**src/rtl/vita_frame_recorder.sv**
```systemverilog
// Frame recorder: packs accepted camera lane samples into OUT_W words and
// frames them with sof/eof, counting frames and lines per frame.
module vita_frame_recorder #(
  parameter int NCH    = 4,
  parameter int PIX_W  = 8,
  parameter int OUT_W  = 64,
  parameter int LINE_W = 11
) (
  input  logic                 par_clock,
  input  logic                 par_reset_n,
  input  logic [NCH*PIX_W-1:0] cam_d,
  input  logic                 FS,
  input  logic                 FE,
  input  logic                 LS,
  input  logic                 IMG,
  input  logic                 INV,
  input  logic                 arm,
  input  logic                 continuous,
  output logic                 we,
  output logic [OUT_W-1:0]     pixels,
  output logic                 sof,
  output logic                 eof,
  output logic [15:0]          frame_count,
  output logic [LINE_W-1:0]    line_count,
  output logic                 frame_err,
  output logic                 busy
);

  localparam int SMP_W = NCH * PIX_W;
  localparam int RATIO = OUT_W / SMP_W;
  localparam int K_W   = (RATIO > 1) ? $clog2(RATIO) : 1;
  localparam logic [K_W-1:0] LAST_SLOT = K_W'(RATIO - 1);

  // state   | meaning
  // IDLE    | waiting for arm or continuous
  // ARMED   | waiting for FS
  // CAPTURE | packing samples of the current frame
  // ABORT   | invalid sync seen, output suppressed until FE
  typedef enum logic [1:0] {S_IDLE, S_ARMED, S_CAPTURE, S_ABORT} state_t;

  state_t              r_state;
  state_t              w_state_nxt;
  logic [K_W-1:0]      r_slot;
  logic [OUT_W-1:0]    r_pack;
  logic                r_sof_pend;
  logic                r_we;
  logic                r_sof;
  logic                r_eof;
  logic [OUT_W-1:0]    r_pixels;
  logic [15:0]         r_frame_cnt;
  logic [LINE_W-1:0]   r_line_cnt;
  logic                r_frame_err;

  logic                w_accept;
  logic                w_fs_arm;
  logic                w_restart;
  logic                w_fe_cap;
  logic                w_abort;
  logic [K_W-1:0]      w_slot_base;
  logic [OUT_W-1:0]    w_packed;
  logic                w_slot_full;
  logic                w_emit;
  logic                w_sof_pend;

  always_ff @(posedge par_clock or negedge par_reset_n) begin
    if (!par_reset_n) r_state <= S_IDLE;
    else              r_state <= w_state_nxt;
  end

  always_comb begin
    w_state_nxt = r_state;
    w_accept    = 1'b0;
    w_fs_arm    = 1'b0;
    w_restart   = 1'b0;
    w_fe_cap    = 1'b0;
    w_abort     = 1'b0;
    case (r_state)
      S_IDLE: begin
        if (arm || continuous) w_state_nxt = S_ARMED;
      end
      S_ARMED: begin
        if (FS) begin
          w_state_nxt = S_CAPTURE;
          w_fs_arm    = 1'b1;
          w_accept    = IMG;
        end
      end
      S_CAPTURE: begin
        if (INV) begin
          w_state_nxt = S_ABORT;
          w_abort     = 1'b1;
        end else if (FE) begin
          w_state_nxt = continuous ? S_ARMED : S_IDLE;
          w_fe_cap    = 1'b1;
          w_accept    = IMG;
        end else begin
          w_accept  = IMG;
          w_restart = FS;
        end
      end
      S_ABORT: begin
        if (FE) w_state_nxt = continuous ? S_ARMED : S_IDLE;
      end
      default: w_state_nxt = S_IDLE;
    endcase
  end

  // A restarting FS drops the partial word and lands its sample in slot 0.
  always_comb begin
    w_slot_base = w_restart ? '0 : r_slot;
    w_packed    = w_restart ? '0 : r_pack;
    if (w_accept) w_packed[int'(w_slot_base)*SMP_W +: SMP_W] = cam_d;
  end

  assign w_slot_full = w_accept && (w_slot_base == LAST_SLOT);
  assign w_emit      = w_slot_full || w_fe_cap;
  assign w_sof_pend  = (w_fs_arm || w_restart) ? 1'b1 : r_sof_pend;

  always_ff @(posedge par_clock or negedge par_reset_n) begin
    if (!par_reset_n) begin
      r_slot      <= '0;
      r_pack      <= '0;
      r_sof_pend  <= 1'b0;
      r_we        <= 1'b0;
      r_sof       <= 1'b0;
      r_eof       <= 1'b0;
      r_pixels    <= '0;
      r_frame_cnt <= '0;
      r_line_cnt  <= '0;
      r_frame_err <= 1'b0;
    end else begin
      r_we  <= w_emit;
      r_sof <= w_emit && w_sof_pend;
      r_eof <= w_fe_cap;
      if (w_emit) r_pixels <= w_packed;

      // The FE flush word already carries any remainder, so the packer empties.
      if (w_emit || w_abort) begin
        r_pack <= '0;
        r_slot <= '0;
      end else begin
        r_pack <= w_packed;
        r_slot <= w_accept ? (w_slot_base + K_W'(1)) : w_slot_base;
      end
      r_sof_pend <= w_emit ? 1'b0 : w_sof_pend;

      if (w_fe_cap) r_frame_cnt <= r_frame_cnt + 16'd1;

      if (w_fs_arm || w_restart)
        r_line_cnt <= '0;
      else if (r_state == S_CAPTURE && LS && (r_line_cnt != '1))
        r_line_cnt <= r_line_cnt + LINE_W'(1);

      if (w_abort || w_restart) r_frame_err <= 1'b1;
      else if (w_fs_arm)        r_frame_err <= 1'b0;
    end
  end

  assign we          = r_we;
  assign pixels      = r_pixels;
  assign sof         = r_sof;
  assign eof         = r_eof;
  assign frame_count = r_frame_cnt;
  assign line_count  = r_line_cnt;
  assign frame_err   = r_frame_err;
  assign busy        = (r_state != S_IDLE);

endmodule

```
**config.mk**
```make
export PLATFORM = sky130hd
export DESIGN_NAME = vita_frame_recorder
export DESIGN_NICKNAME = d
export VERILOG_FILES = /design/src/rtl/vita_frame_recorder.sv
export SDC_FILE = /design/constraint.sdc
export NUM_CORES = 1
export LEC_CHECK = 0
export CELL_PAD_IN_SITES_DETAIL_PLACEMENT = 1
export CELL_PAD_IN_SITES_GLOBAL_PLACEMENT = 1
export CORE_MARGIN = 3
export CORE_UTILIZATION = 25
export CTS_BUF_LIST = sky130_fd_sc_hd__clkbuf_2 sky130_fd_sc_hd__clkbuf_4 sky130_fd_sc_hd__clkbuf_8
export CTS_CLUSTER_SIZE = 10
export DETAILED_ROUTE_END_ITERATION = 8
export HOLD_SLACK_MARGIN = 0.08
export PLACE_DENSITY_LB_ADDON = 0.15
export SLEW_MARGIN = 25
export SYNTH_ARGS = -nofsm -noshare
export SYNTH_HDL_FRONTEND = slang
export SYNTH_SLANG_ARGS = --single-unit
```
**constraint.sdc**
```tcl
create_clock -name par_clock -period 2.35 [get_ports par_clock]
set_input_delay 0.3525 -clock par_clock [delete_from_list [all_inputs] [get_ports par_clock]]
set_output_delay 0.3525 -clock par_clock [all_outputs]
set_load 0.01 [all_outputs]
```
# After elaboration in Yosys (flattened, before gate mapping)
# Cells that the tools add are included.
[op_classes] eq_ne=6 div=0 add_sub_neg=4 mux=32 n_bitwise=0 order_cmp=0 n_reduce_logical=14 shifts=2 mul=0
[op_table] operator="64-bit two-way mux" count=3
[op_table] operator="64-bit bitwise mux" count=1
[op_table] operator="32-bit by 33-bit variable shift with 64-bit output, first input constant" count=1
[op_table] operator="32-bit by 33-bit indexed part select with 64-bit output" count=1
[op_table] operator="6-bit negation with 33-bit output" count=1
[op_table] operator="11-bit two-way mux" count=2
[op_table] operator="1-bit two-way mux" count=20
[op_table] operator="16-bit by 1-bit adder with 16-bit output, second input constant" count=1
[op_table] operator="11-bit by 1-bit adder with 11-bit output, second input constant" count=1
[op_table] operator="11-bit != test, second input constant" count=1
[op_table] operator="2-bit two-way mux" count=4
[op_table] operator="2-bit one-hot mux with 4 select lines" count=1
[op_table] operator="2-bit nonzero test" count=3
[op_table] operator="1-bit logical OR" count=5
[op_table] operator="2-bit == test, second input constant" count=2
[op_table] operator="1-bit logical AND" count=4
[op_table] operator="2-bit != test, second input constant" count=2
[op_table] operator="2-bit by 1-bit == test with 1-bit output, second input constant" count=1
[op_table] operator="2-bit zero test" count=1
[op_table] operator="1-bit one-hot mux with 2 select lines" count=1
[op_table] operator="2-bit AND reduction" count=1
[op_table] operator="1-bit adder, second input constant" count=1
[word_totals] memories=0 ram_bits=0 word_cells=69 reg_bits=163 latch_bits=0 romBits=0 input_bits=41

# Logic depth before layout (Yosys ltp)
[logic_depth] depth_word=9 ltp_mapped=12 depth_no_buf=9

# Worst setup path after synthesis
# No wires, ideal clock.
[synth_path] kind="register -> register" startpoint="register r_state[0]" endpoint="register r_pixels[20] (netlist: pixels[20])" path_stages_with_launch=13 path_buffers=3 arrival_time_ns=2.060 setup_time_ns=0.137 path_slack_ns=0.153 synth_period_minus_slack_ns=2.197 cell_sequence="dfrtp_1 -> inv_1 -> ha_1 -> buf_4 -> and2b_1 -> o21a_1 -> ha_1 -> nor2_2 -> inv_2 -> buf_4 -> clkbuf_1 -> nor2_1 -> a21oi_1"
[synth_between] elab_chain_len=7 word_cells_on_any_way=14 cone_classes="1 x add/sub; 2 x eq/ne; 2 x shift; 7 x mux; 2 x reduce/logical"
[synth_rtl] element="from (decl)" line_no="41" source="state_t r_state;"
[synth_rtl] element="from (signal assigned)" line_no="67" source="else r_state <= w_state_nxt;"
[synth_rtl] element="2-bit == test" line_no="77" source="case (r_state)"
[synth_rtl] element="1-bit two-way mux" line_no="77"
[synth_rtl] element="1-bit two-way mux" line_no="110" source="w_slot_base = w_restart ? '0 : r_slot;"
[synth_rtl] element="6-bit negation with 33-bit output" line_no="112" source="if (w_accept) w_packed[int'(w_slot_base)*SMP_W +: SMP_W] = cam_d;"
[synth_rtl] element="32-bit by 33-bit indexed part select with 64-bit output or 32-bit by 33-bit variable shift with 64-bit output (tied branches)" line_no="112"
[synth_rtl] element="64-bit bitwise mux" line_no="112"
[synth_rtl] element="64-bit two-way mux" line_no="112"
[synth_rtl] element="to (signal assigned)" line_no="135" source="if (w_emit) r_pixels <= w_packed;"
[synth_rtl] element="to (decl)" line_no="49" source="logic [OUT_W-1:0] r_pixels;"
# Parallel ways exist; a longest one is shown, timed or not.
# A chain may end at the register's enable or synchronous reset.

# Worst setup path after layout
[layout_path] startpoint="register r_state[0]" endpoint="output busy"
[layout_between] elab_chain_len=1
[layout_rtl] element="2-bit nonzero test" line_no="166" source="assign busy = (r_state != S_IDLE);"
[layout_rtl] element="to (decl)" line_no="26" source="output logic busy"
# Every way passes these cells.

==> out/metrics.json <==
{
  "status": {
    "status": "complete, no violations"
  },
  "layout": {
    "drive_above_1_share_pct": 8.94,
    "area_growth_pct": 34.1,
    "nFillCells": 3082,
    "post_layout_nets": 853,
    "n_antenna_cell": 0,
    "post_route_cell_area_um2": 9470
  },
  "floorplan": {
    "floorplan.io_pins": 137,
    "core_area_um2": 27300,
    "fp.dieArea_um2": 30300,
    "std_cell_rows": 60,
    "floorplan.initialDensity_pct": 25.8,
    "floorplan.die.height_um": 174,
    "die-width_um": 174
  },
  "setup_path": {
    "arrival_worst_endpoint_ns": 1.86,
    "worstSetupPathType": "reg -> out",
    "critical_path_peak_fanout": 4,
    "critical_path.slowest_cell": "clkdlybuf4s50_1",
    "crit_path_max_incr_delay_ns": 0.54,
    "path_delay_family": "buffers and inverters",
    "start_kind": "flip-flop",
    "timing.rr.start": "r_state[0]$_DFFE_PN0P_",
    "worst-path-buf-inv": 3,
    "path_common_cell": "inv_1",
    "ff2ff_setup_slack_ns": 0.16,
    "cp_cell_sequence": "inv_1, ha_1, inv_1, clkdlybuf4s50_1",
    "cp_data_required_time_ns": 2.00,
    "rr_endpoint": "pixels[12]$_DFFE_PN0P_",
    "setup.worst_path.end_class": "primary output",
    "r2r.worst_path.cells": 10
  },
  "global_routing": {
    "grt_antenna_before_repair": 1,
    "grt_first_pass_wirelength_um": 33200,
    "number_of_global_route_vias_before_repair": 5920,
    "grt.overflow.total": 0,
    "globalRouteTotalUtil_pct": 13.7,
    "grt_max_degree": 57
  },
  "timing": {
    "timing.final.crit_share_pct": 94.2,
    "timing_max_transition_violations_final": 0,
    "final_clock_skew_ns": 0.0138,
    "finalSetupViolations": 0,
    "achievable-frequency_mhz": 452,
    "headroom_to_the_max_slew_limit_pct": 60.9,
    "finalHoldWorstSlack_ns": 0.443,
    "totalNegativeSetupSlack_ns": 0,
    "rsz0062_at_grt": "no",
    "finalHoldViolations": 0,
    "final_period_minus_worst_setup_slack_ns": 2.21,
    "timing_worst_slew_pin_value_ns": 0.586
  },
  "clocking": {
    "clk_pin_slew_worst_paths_ns": 0.09,
    "numClockSinks": 163,
    "cts_inserted_buffers": 17,
    "worst_skew_pair.late_latency_ns": 0.45,
    "tritoncts_clock_tree": "yes",
    "cts_max_level": 4,
    "clockBufferDepth": 2,
    "post_cts.repair.setup_buffers": 0,
    "cts_root_buf": "clkbuf_8"
  },
  "routing": {
    "remaining_drc_errors": 0,
    "drt_first_iter_violations": 133,
    "routed_wirelength_um": 19900,
    "dr.pass1.iters": 4,
    "met2WireLength_um": 9710,
    "route.vias.total": 5273,
    "postRouteAntennaNets": 0,
    "routedLengthMet1_um": 9010,
    "routedWlPerCell_um": 16.7,
    "top_layer": "met5",
    "detailroute.wirelength.met3_um": 1000,
    "vias_per_cell": 4.43
  },
  "hold_path": {
    "worst_hold_path_type": "in -> async"
  },
  "placement": {
    "placedInstanceArea_um2": 9050,
    "io_buffers": 136,
    "final_estimated_routing_congestion_in_global_placement": 0.715,
    "detailed_placement_wirelength_estimate_um": 13600
  },
  "synthesis": {
    "synth.avg_cell_area_um2": 10.7,
    "yosys_register_bits": 163,
    "synth.yosys.warnings": 0,
    "synth_top_cell_by_area": "dfrtp_1",
    "synth_edf_count": 0,
    "synth_top_area_share_pct": 57.8,
    "syn-instance-count": 658,
    "synth_most_common_cell": "dfrtp_1",
    "synth_async_sr_flop_share_pct": 100,
    "synth_top_cells_by_count": "dfrtp_1, nor2_1, a21oi_1",
    "synthDistinctLibCells": 46,
    "seq_area_frac_synth_pct": 57.8,
    "ys.flop_type": "dfrtp_1",
    "synthesis.nets": 707,
    "netlist_area_um2": 7060,
    "yosys-top-cells-area": "dfrtp_1, mux2i_1, nor2_1"
  },
  "pwr": {
    "power.density_nw_per_um2": 1140,
    "ir_drop_uv": 439,
    "leakagePower_nw": 4.62
  },
  "run": {
    "max_cap_viol_count": 0
  }
}
through the flow:
step | instances | setup WS, ns | utilization [%] | power, mW
floorplan | 658 | 0.153 | - | 6.52
global placement | 1156 | 0.0711 | 33.1 | 8.73
detailed placement | 1156 | 0.0643 | 33.1 | 8.90
CTS | 1189 | 0.0389 | 34.6 | 11.1
global route | 1189 | 0.0243 | 34.7 | 11.7
finish | 1189 | 0.136 | 34.7 | 10.8
how the worst max path moves through the flow:
stage | startpoint | endpoint | slack, ns | cells after the start
after CTS | r_state[0]$_DFFE_PN0P_ | pixels[7]$_DFFE_PN0P_ | 0.04 | 10
final | r_state[0]$_DFFE_PN0P_ | busy | 0.14 | 4
after floorplan | r_state[0]$_DFFE_PN0P_ | pixels[20]$_DFFE_PN0P_ | 0.15 | 12
after global placement | FS | pixels[51]$_DFFE_PN0P_ | 0.07 | 7
after detailed placement | FS | pixels[51]$_DFFE_PN0P_ | 0.06 | 7
after global routing | r_state[0]$_DFFE_PN0P_ | pixels[49]$_DFFE_PN0P_ | 0.02 | 10
power by group:
part	switching, mW	leakage [nW]	total, mW	internal, mW
clock	1.14	0.184	2.07	0.929
sequential	0.571	2.10	4.39	3.82
combinational	2.15	2.34	4.37	2.22
repair_timing:
action,in CTS,in global routing
gates resized for setup,0,3
endpoints found under the hold margin,52,0
hold buffers,1,0
setup endpoints to repair,0,117
cells in the final DEF (no fill, tap or decap), types with 2 or more instances in the layout:
cell type / count
and4_1: 3
a31oi_1: 4
nor3_1: 6
a21oi_1: 68
inv_6: 4
o21ai_0: 6
clkdlybuf4s50_1: 135
nand3_1: 8
o21a_1: 2
inv_1: 8
ha_1: 7
clkinvlp_4: 5
xnor2_1: 11
clkbuf_8: 19
nand4_1: 5
dfrtp_1: 162
xor2_1: 8
or3_1: 2
and2_1: 66
mux2i_1: 64
buf_12: 11
nor4_1: 4
buf_4: 17
nor2_1: 144
nand2_1: 13
and3_1: 4
final cells by class:
type	count	area [um2]	share of cell area, %
Clock buffer	20	269	2.84
Clock inverter	12	123	1.29
Inverter	9	36.3	0.383
Multi-Input combinational cell	448	2780	29.3
Sequential cell	163	4080	43.1
Tap cell	372	465	4.92
Timing Repair Buffer	165	1720	18.2
worst reg2reg max path: cells and delay by family, from the launching register on:
kind | cells | cell delay [ns]
buf+inv | 3 | 0.49
fa+ha+maj | 2 | 0.46
compound gates | 2 | 0.16
flops | 1 | 0.43
simple gates | 3 | 0.54
state kept, by name (all words and copies together), names as in the netlist:
register,flops
r_pack,64
sof,1
frame_err,1
r_sof_pend,1
r_slot,1
frame_count,16
line_count,11
pixels,64
we,1
r_state,2
eof,1
kinds of logic after synthesis:
| group | count (synthesis) | share of synthesized area, % |
|---|---|---|
| simple gates | 268 | 18.5 |
| fa+ha+maj | 8 | 1.42 |
| compound gates | 87 | 7.19 |
| flops | 163 | 57.8 |
| xor+xnor | 19 | 2.36 |
| buf+inv | 47 | 3.40 |
| mux | 66 | 9.39 |
routing by layer:
metal,GRT usage (%),vias up
li1,-,2489
met1,17.5,2655
met2,22.9,117
met4,3.32,2
met5,0,-
met3,3.98,10
Power figures use the tool's default switching activity.
